[src/rtl/ser_pkg.sv]
// rtl/ser_pkg.sv - shared state typedef and constants for parity_frame_serializer (PARITY_BIT_EN adds PAR)
package ser_pkg;

  localparam int DEFAULT_DATA_W = 8;

  localparam logic [1:0] ST_IDLE  = 2'b00;
  localparam logic [1:0] ST_SHIFT = 2'b01;

`ifdef PARITY_BIT_EN
  localparam logic [1:0] ST_PAR   = 2'b10;

  typedef enum logic [1:0] {
    IDLE  = ST_IDLE,
    SHIFT = ST_SHIFT,
    PAR   = ST_PAR
  } state_t;
`else
  typedef enum logic [1:0] {
    IDLE  = ST_IDLE,
    SHIFT = ST_SHIFT
  } state_t;
`endif

endpackage

[src/rtl/parity_frame_serializer_if.sv]
// rtl/parity_frame_serializer_if.sv - load/serial handshake bundle for parity_frame_serializer
interface parity_frame_serializer_if
  import ser_pkg::*;
#(
  parameter int DATA_W = DEFAULT_DATA_W
);
  logic [DATA_W-1:0] data_in;
  logic              load;
  logic              ready;
  logic              x;
  logic              bit_valid;
  logic              done;

  // Producer side: supplies words, watches the serial stream
  modport master (
    output data_in, load,
    input  ready, x, bit_valid, done
  );

  // Serializer side
  modport slave (
    input  data_in, load,
    output ready, x, bit_valid, done
  );
endinterface

[src/rtl/piso_shift_reg.sv]
// rtl/piso_shift_reg.sv - parallel-in serial-out word register, shifts toward the LSB
module piso_shift_reg #(
  parameter int DATA_W = 8
) (
  input  logic              clk,
  input  logic              rst,
  input  logic              i_load,
  input  logic              i_shift,
  input  logic [DATA_W-1:0] i_data,
  output logic              o_next_bit
);
  logic [DATA_W-1:0] r_word;

  // Capture on load, otherwise drop the bit just sent and pull zeros in from the top
  always_ff @(posedge clk) begin
    if (rst) begin
      r_word <= '0;
    end else if (i_load) begin
      r_word <= i_data;
    end else if (i_shift) begin
      r_word <= r_word >> 1;
    end
  end

  // Bit 0 is already on the line; bit 1 is what goes out next
  assign o_next_bit = r_word[1];
endmodule

[src/rtl/parity_frame_serializer.sv]
// rtl/parity_frame_serializer.sv - LSB-first word serializer; PARITY_BIT_EN appends an even-parity bit
module parity_frame_serializer
  import ser_pkg::*;
#(
  parameter int DATA_W = DEFAULT_DATA_W
) (
  input logic                      clk,
  input logic                      rst,
  parity_frame_serializer_if.slave bus
);
  localparam int               CNT_W    = $clog2(DATA_W);
  localparam logic [CNT_W-1:0] CNT_LAST = CNT_W'(DATA_W - 1);
`ifndef PARITY_BIT_EN
  localparam logic [CNT_W-1:0] CNT_PENULT = CNT_W'(DATA_W - 2);
`endif

  state_t           r_state;
  logic [CNT_W-1:0] r_cnt;
  logic             r_ready;
  logic             r_x;
  logic             r_bit_valid;
  logic             r_done;

  logic w_load;
  logic w_shift;
  logic w_next_bit;

  assign w_load  = (r_state == IDLE) && r_ready && bus.load;
  assign w_shift = (r_state == SHIFT);

  piso_shift_reg #(
    .DATA_W(DATA_W)
  ) u_piso (
    .clk       (clk),
    .rst       (rst),
    .i_load    (w_load),
    .i_shift   (w_shift),
    .i_data    (bus.data_in),
    .o_next_bit(w_next_bit)
  );

`ifdef PARITY_BIT_EN
  logic r_parity;

  // Parity is taken from the word at acceptance so later data_in changes cannot leak in
  always_ff @(posedge clk) begin
    if (rst) begin
      r_parity <= 1'b0;
    end else if (w_load) begin
      r_parity <= ^bus.data_in;
    end
  end
`endif

  // Frame sequencer: every output is registered and set one edge ahead of its cycle
  always_ff @(posedge clk) begin
    if (rst) begin
      r_state     <= IDLE;
      r_cnt       <= '0;
      r_ready     <= 1'b1;
      r_x         <= 1'b0;
      r_bit_valid <= 1'b0;
      r_done      <= 1'b0;
    end else begin
      case (r_state)
        IDLE: begin
          r_cnt       <= '0;
          r_x         <= 1'b0;
          r_bit_valid <= 1'b0;
          r_done      <= 1'b0;
          r_ready     <= 1'b1;
          if (w_load) begin
            r_state     <= SHIFT;
            r_ready     <= 1'b0;
            r_x         <= bus.data_in[0];
            r_bit_valid <= 1'b1;
          end
        end
        SHIFT: begin
          if (r_cnt == CNT_LAST) begin
`ifdef PARITY_BIT_EN
            r_state     <= PAR;
            r_x         <= r_parity;
            r_bit_valid <= 1'b1;
            r_done      <= 1'b1;
`else
            r_state     <= IDLE;
            r_cnt       <= '0;
            r_x         <= 1'b0;
            r_bit_valid <= 1'b0;
            r_done      <= 1'b0;
            r_ready     <= 1'b1;
`endif
          end else begin
            r_cnt <= r_cnt + 1'b1;
            r_x   <= w_next_bit;
`ifdef PARITY_BIT_EN
            r_done <= 1'b0;
`else
            r_done <= (r_cnt == CNT_PENULT);
`endif
          end
        end
`ifdef PARITY_BIT_EN
        PAR: begin
          r_state     <= IDLE;
          r_cnt       <= '0;
          r_x         <= 1'b0;
          r_bit_valid <= 1'b0;
          r_done      <= 1'b0;
          r_ready     <= 1'b1;
        end
`endif
        default: begin
          r_state     <= IDLE;
          r_cnt       <= '0;
          r_x         <= 1'b0;
          r_bit_valid <= 1'b0;
          r_done      <= 1'b0;
          r_ready     <= 1'b1;
        end
      endcase
    end
  end

  assign bus.ready     = r_ready;
  assign bus.x         = r_x;
  assign bus.bit_valid = r_bit_valid;
  assign bus.done      = r_done;
endmodule
[src/flat_wrapper.sv]
// flat-port wrapper written by rule: the top's interface ports become plain ports
module parity_frame_serializer_flat import ser_pkg::*;
#(
  parameter int DATA_W = DEFAULT_DATA_W
)
  (clk, rst, bus_data_in, bus_load, bus_ready, bus_x, bus_bit_valid, bus_done);
  parity_frame_serializer_if #(.DATA_W(DATA_W)) bus_i ();
  input logic clk;
  input logic rst;
  input wire logic [$bits(bus_i.data_in)-1:0] bus_data_in;
  input wire logic [$bits(bus_i.load)-1:0] bus_load;
  output wire logic [$bits(bus_i.ready)-1:0] bus_ready;
  output wire logic [$bits(bus_i.x)-1:0] bus_x;
  output wire logic [$bits(bus_i.bit_valid)-1:0] bus_bit_valid;
  output wire logic [$bits(bus_i.done)-1:0] bus_done;
  assign bus_i.data_in = bus_data_in;
  assign bus_i.load = bus_load;
  assign bus_ready = bus_i.ready;
  assign bus_x = bus_i.x;
  assign bus_bit_valid = bus_i.bit_valid;
  assign bus_done = bus_i.done;
  parity_frame_serializer #(.DATA_W(DATA_W)) u_core (.clk(clk), .rst(rst), .bus(bus_i));
endmodule
[config.mk]
export PLATFORM = sky130hd
export DESIGN_NAME = parity_frame_serializer_flat
export DESIGN_NICKNAME = d
export VERILOG_FILES = /design/src/rtl/ser_pkg.sv /design/src/rtl/parity_frame_serializer_if.sv /design/src/rtl/piso_shift_reg.sv /design/src/rtl/parity_frame_serializer.sv /design/src/flat_wrapper.sv
export SDC_FILE = /design/constraint.sdc
export NUM_CORES = 1
export LEC_CHECK = 0
export CORE_MARGIN = 2
export CORE_UTILIZATION = 36
export DETAILED_ROUTE_END_ITERATION = 6
export PLACE_DENSITY_LB_ADDON = 0.05
export REMOVE_ABC_BUFFERS = 1
export SYNTH_ARGS = -nofsm -noshare
export SYNTH_HDL_FRONTEND = slang
export SYNTH_SLANG_ARGS = --single-unit
[constraint.sdc]
create_clock -name clk -period 3.8 [get_ports clk]
set_clock_uncertainty 0.2 [all_clocks]
set_input_delay 0.76 -clock clk [delete_from_list [all_inputs] [get_ports clk]]
set_output_delay 0.76 -clock clk [all_outputs]
set_load 0.1 [all_outputs]
==> key figures <==
STA
  – Final Hold Viols: 0
  – Slew Limit Fails: 0
  – F_max: 0.3701 GHz
  – Max-slew headroom: 0.3549
  – Fin crit period: 2702 ps
  – Setup TNS: 0 ps
  – Worst-Margin Slew: 964.6 ps
  – Final Setup Violations: 0
  – Tcrit/Tclk final: 0.7110
  – RSZ-0062 raised after global routing: false

Die
  – Die Height: 49.44 um
  – Chip Width: 49.44 um
  – Boundary Pins: 15
  – Die area: 2444 um2
  – Initial core utilization: 0.3788
  – # rows: 16
  – Core ar.: 1962 um2

Yosys
  – Unique cell type count in the Yosys netlist: 24
  – Syn avg cell area: 11.09 um2
  – Syn Inst Count: 67
  – Ys Warns: 0
  – Seq cells post-synth: 15
  – Post-synthesis sequential area ratio: 0.4040
  – Syn Std Cell Area: 743.2 um2

Clock tree
  – Latest clock arrival within the worst-skew pair: 280 ps
  – TritonCTS Buffers: 3
  – Sink Count: 15
  – Postcts setup bufs: 0
  – Cts repair resizes: 0
  – H-tree depth: 1
  – CTS Buffer Depth: 2
  – Hold-fix buffers, CTS: 0
  – CTS Root Cell: clkbuf_4
  – CTS tree: done
  – Clk slew on worst S/H paths: 80 ps

Setup path
  – Setup crit end kind: output port
  – Worst path required time: 2840 ps
  – Crit Path Category: reg -> out
  – Stages on worst setup path: 1
  – CP top delay family: buffers and inverters
  – Critical-path top delay cell: clkdlybuf4s50_1
  – CP bufs+invs: 1
  – CP Launch Type: flip-flop
  – WP data arrival: 1740 ps
  – R2R cell count: 2
  – Critical path cell sequence: clkdlybuf4s50_1
  – Slowest cell delay on critical path: 1130 ps
  – Critical-path maximum fanout: 2

Global routing
  – GRT busiest layer: met2
  – Total gr overflow: 0
  – M1 GR Usage: 0.1521
  – Initial antenna violation count: 0
  – Met3 GRT Util: 0.03681
  – First-pass GRT wire length: 2228 um
  – Vias in the first global route: 511
  – GRT Util Overall: 0.1242
  – Maximum number of pins on one net before global-route repair: 26
  – Routing usage on met2: 0.1869

Layout
  – Fill cells: 212
  – Share of cells above drive strength 1: 0.2025
  – Design area: 897.1 um2
  – FF/Latch Area: 300.3 um2
  – # diodes: 0
  – Final-stage net count: 94
  – Area grow syn2layout: 20.71%
  – Area of the multi-input gates: 372.9 um2

Drt
  – Drt total wl: 1321 um
  – Routed len/inst: 12.46 um
  – Via count: 529
  – Final ANT Viol Nets: 0
  – Drt initial violations: 9
  – Drt first pass iters: 2
  – DR vias/cell: 4.991
  – # DRC: 0

Power
  – Clock Power Share: 0.243
  – Lkg Pwr: 0.0003264 uW
  – Sw frac: 0.3102
  – Pwr/cell area: 410.2 nW/um2
  – Internal power: 253.9 uW
  – Logic pwr share: 0.232
  – Sequential share of power: 0.526
  – Psw: 114.1 uW
  – Worst-case vdd ir drop: 0.0002365 V

Placed design
  – Dpl cell area: 870.8 um2
  – Final HPWL DP: 864.7 um
  – GPL Wtd Cong: 0.6415
  – IO buf count: 14

Run status
  – Status: completed

Run
  – Max-cap check violation count: 0

Worst hold path
  – Min-Delay Path Depth: 1
  – HP Class: reg -> reg
[path summary, 6_finish.rpt]
check,startpoint,slack [ps],to
worst min register to register,u_core.r_cnt[0],240,u_core.r_cnt[0]
worst min-delay path,u_core.r_cnt[0],240,u_core.r_cnt[0]
worst max register to register,u_core.r_state[0],2040,u_core.bus.ready
worst max-delay path,u_core.bus.bit_valid,1100,bus_bit_valid
[cell type report]
type	instances	area share
Inverter	7	0.02929
Multi-Input combinational cell	39	0.4156
Tap cell	27	0.03766
Timing Repair Buffer	14	0.1534
Clock buffer	4	0.02929
Sequential cell	15	0.3347
[state kept, by name, summed over array words and instances (netlist names)]
register and flops:
u_core.bus.bit_valid 1, u_core.bus.x 1, u_core.r_state 1, u_core.r_cnt 3, u_core.bus.ready 1, u_core.bus.done 1, u_core.u_piso.r_word 7
[synth_stat cells]
| cell | count | area, um2 |
|---|---|---|
| nor2_1 | 3 | 11.26 |
| nand3b_1 | 2 | 15.01 |
| clkbuf_4 | 1 | 7.510 |
| buf_2 | 2 | 10.01 |
| inv_1 | 7 | 26.28 |
| and4bb_2 | 4 | 50.05 |
| nand4b_1 | 1 | 8.760 |
| nor4bb_1 | 2 | 20.02 |
| ha_1 | 3 | 37.54 |
| a32o_1 | 1 | 10.01 |
| a21o_1 | 1 | 7.510 |
| a21oi_1 | 1 | 5.000 |
| nor3b_2 | 1 | 12.51 |
| and2_1 | 1 | 6.260 |
| or3b_1 | 2 | 17.52 |
| o21a_1 | 1 | 7.510 |
| buf_4 | 2 | 15.01 |
| dfxtp_1 | 15 | 300.3 |
| a31o_2 | 1 | 8.760 |
| a2111oi_2 | 6 | 90.09 |
| a211oi_1 | 6 | 45.04 |
| buf_6 | 1 | 11.26 |
| a21boi_0 | 1 | 7.510 |
| and3_1 | 2 | 12.51 |
[cells by family after synthesis]
group                      after synthesis  synth area share
AOI/OAI and AO/OA                       18            0.2441
adders and majority gates                3           0.05051
buffers and inverters                   13           0.09428
DFF                                     15            0.4040
and+or+nand+nor                         18            0.2071
[metal layers]
layer  vias up  part of all wire  wire, um
met5         -                 0         0
met4         0             0.021        28
met3         4             0.033        44
met2         8              0.43       566
met1       242              0.52       681
li1        275                 -         -
[cell usage in the layout (no fill, tap or decap), types with 2 or more instances in the layout]
cell type,netlist,routed
dfxtp_1,15,15
clkdlybuf4s50_1,0,13
inv_1,7,7
a211oi_1,6,6
a2111oi_2,6,6
and4bb_2,4,4
nor2_1,3,3
ha_1,3,3
clkbuf_4,1,3
nor4bb_1,2,2
and3_1,2,2
nand3b_1,2,2
or3b_1,2,2
[power groups by stage]
stage	logic, uW	registers, uW	clock network [uW]
global route	93.1	197	102
CTS	86.4	193	95.2
global placement	85.2	197	0
finish	85.3	193	89.3
detailed placement	85.7	197	0
floorplan	41.7	212	0
[through the flow]
stage	std cells	total power (uW)	hold WS [ps]	worst slack, ps	utilization
2_1_floorplan	61	253.6	217.3	1681	-
4_1_cts	106	375.0	247.4	1079	0.4573
3_5_place_dp	102	282.8	234.8	1370	0.4439
5_1_grt	106	391.9	286.7	1032	0.4573
3_3_place_gp	102	282.6	232.0	1389	0.4439
6_report	106	368.0	244.4	1098	0.4573
No activity file was read; power rests on OpenSTA's default activity.
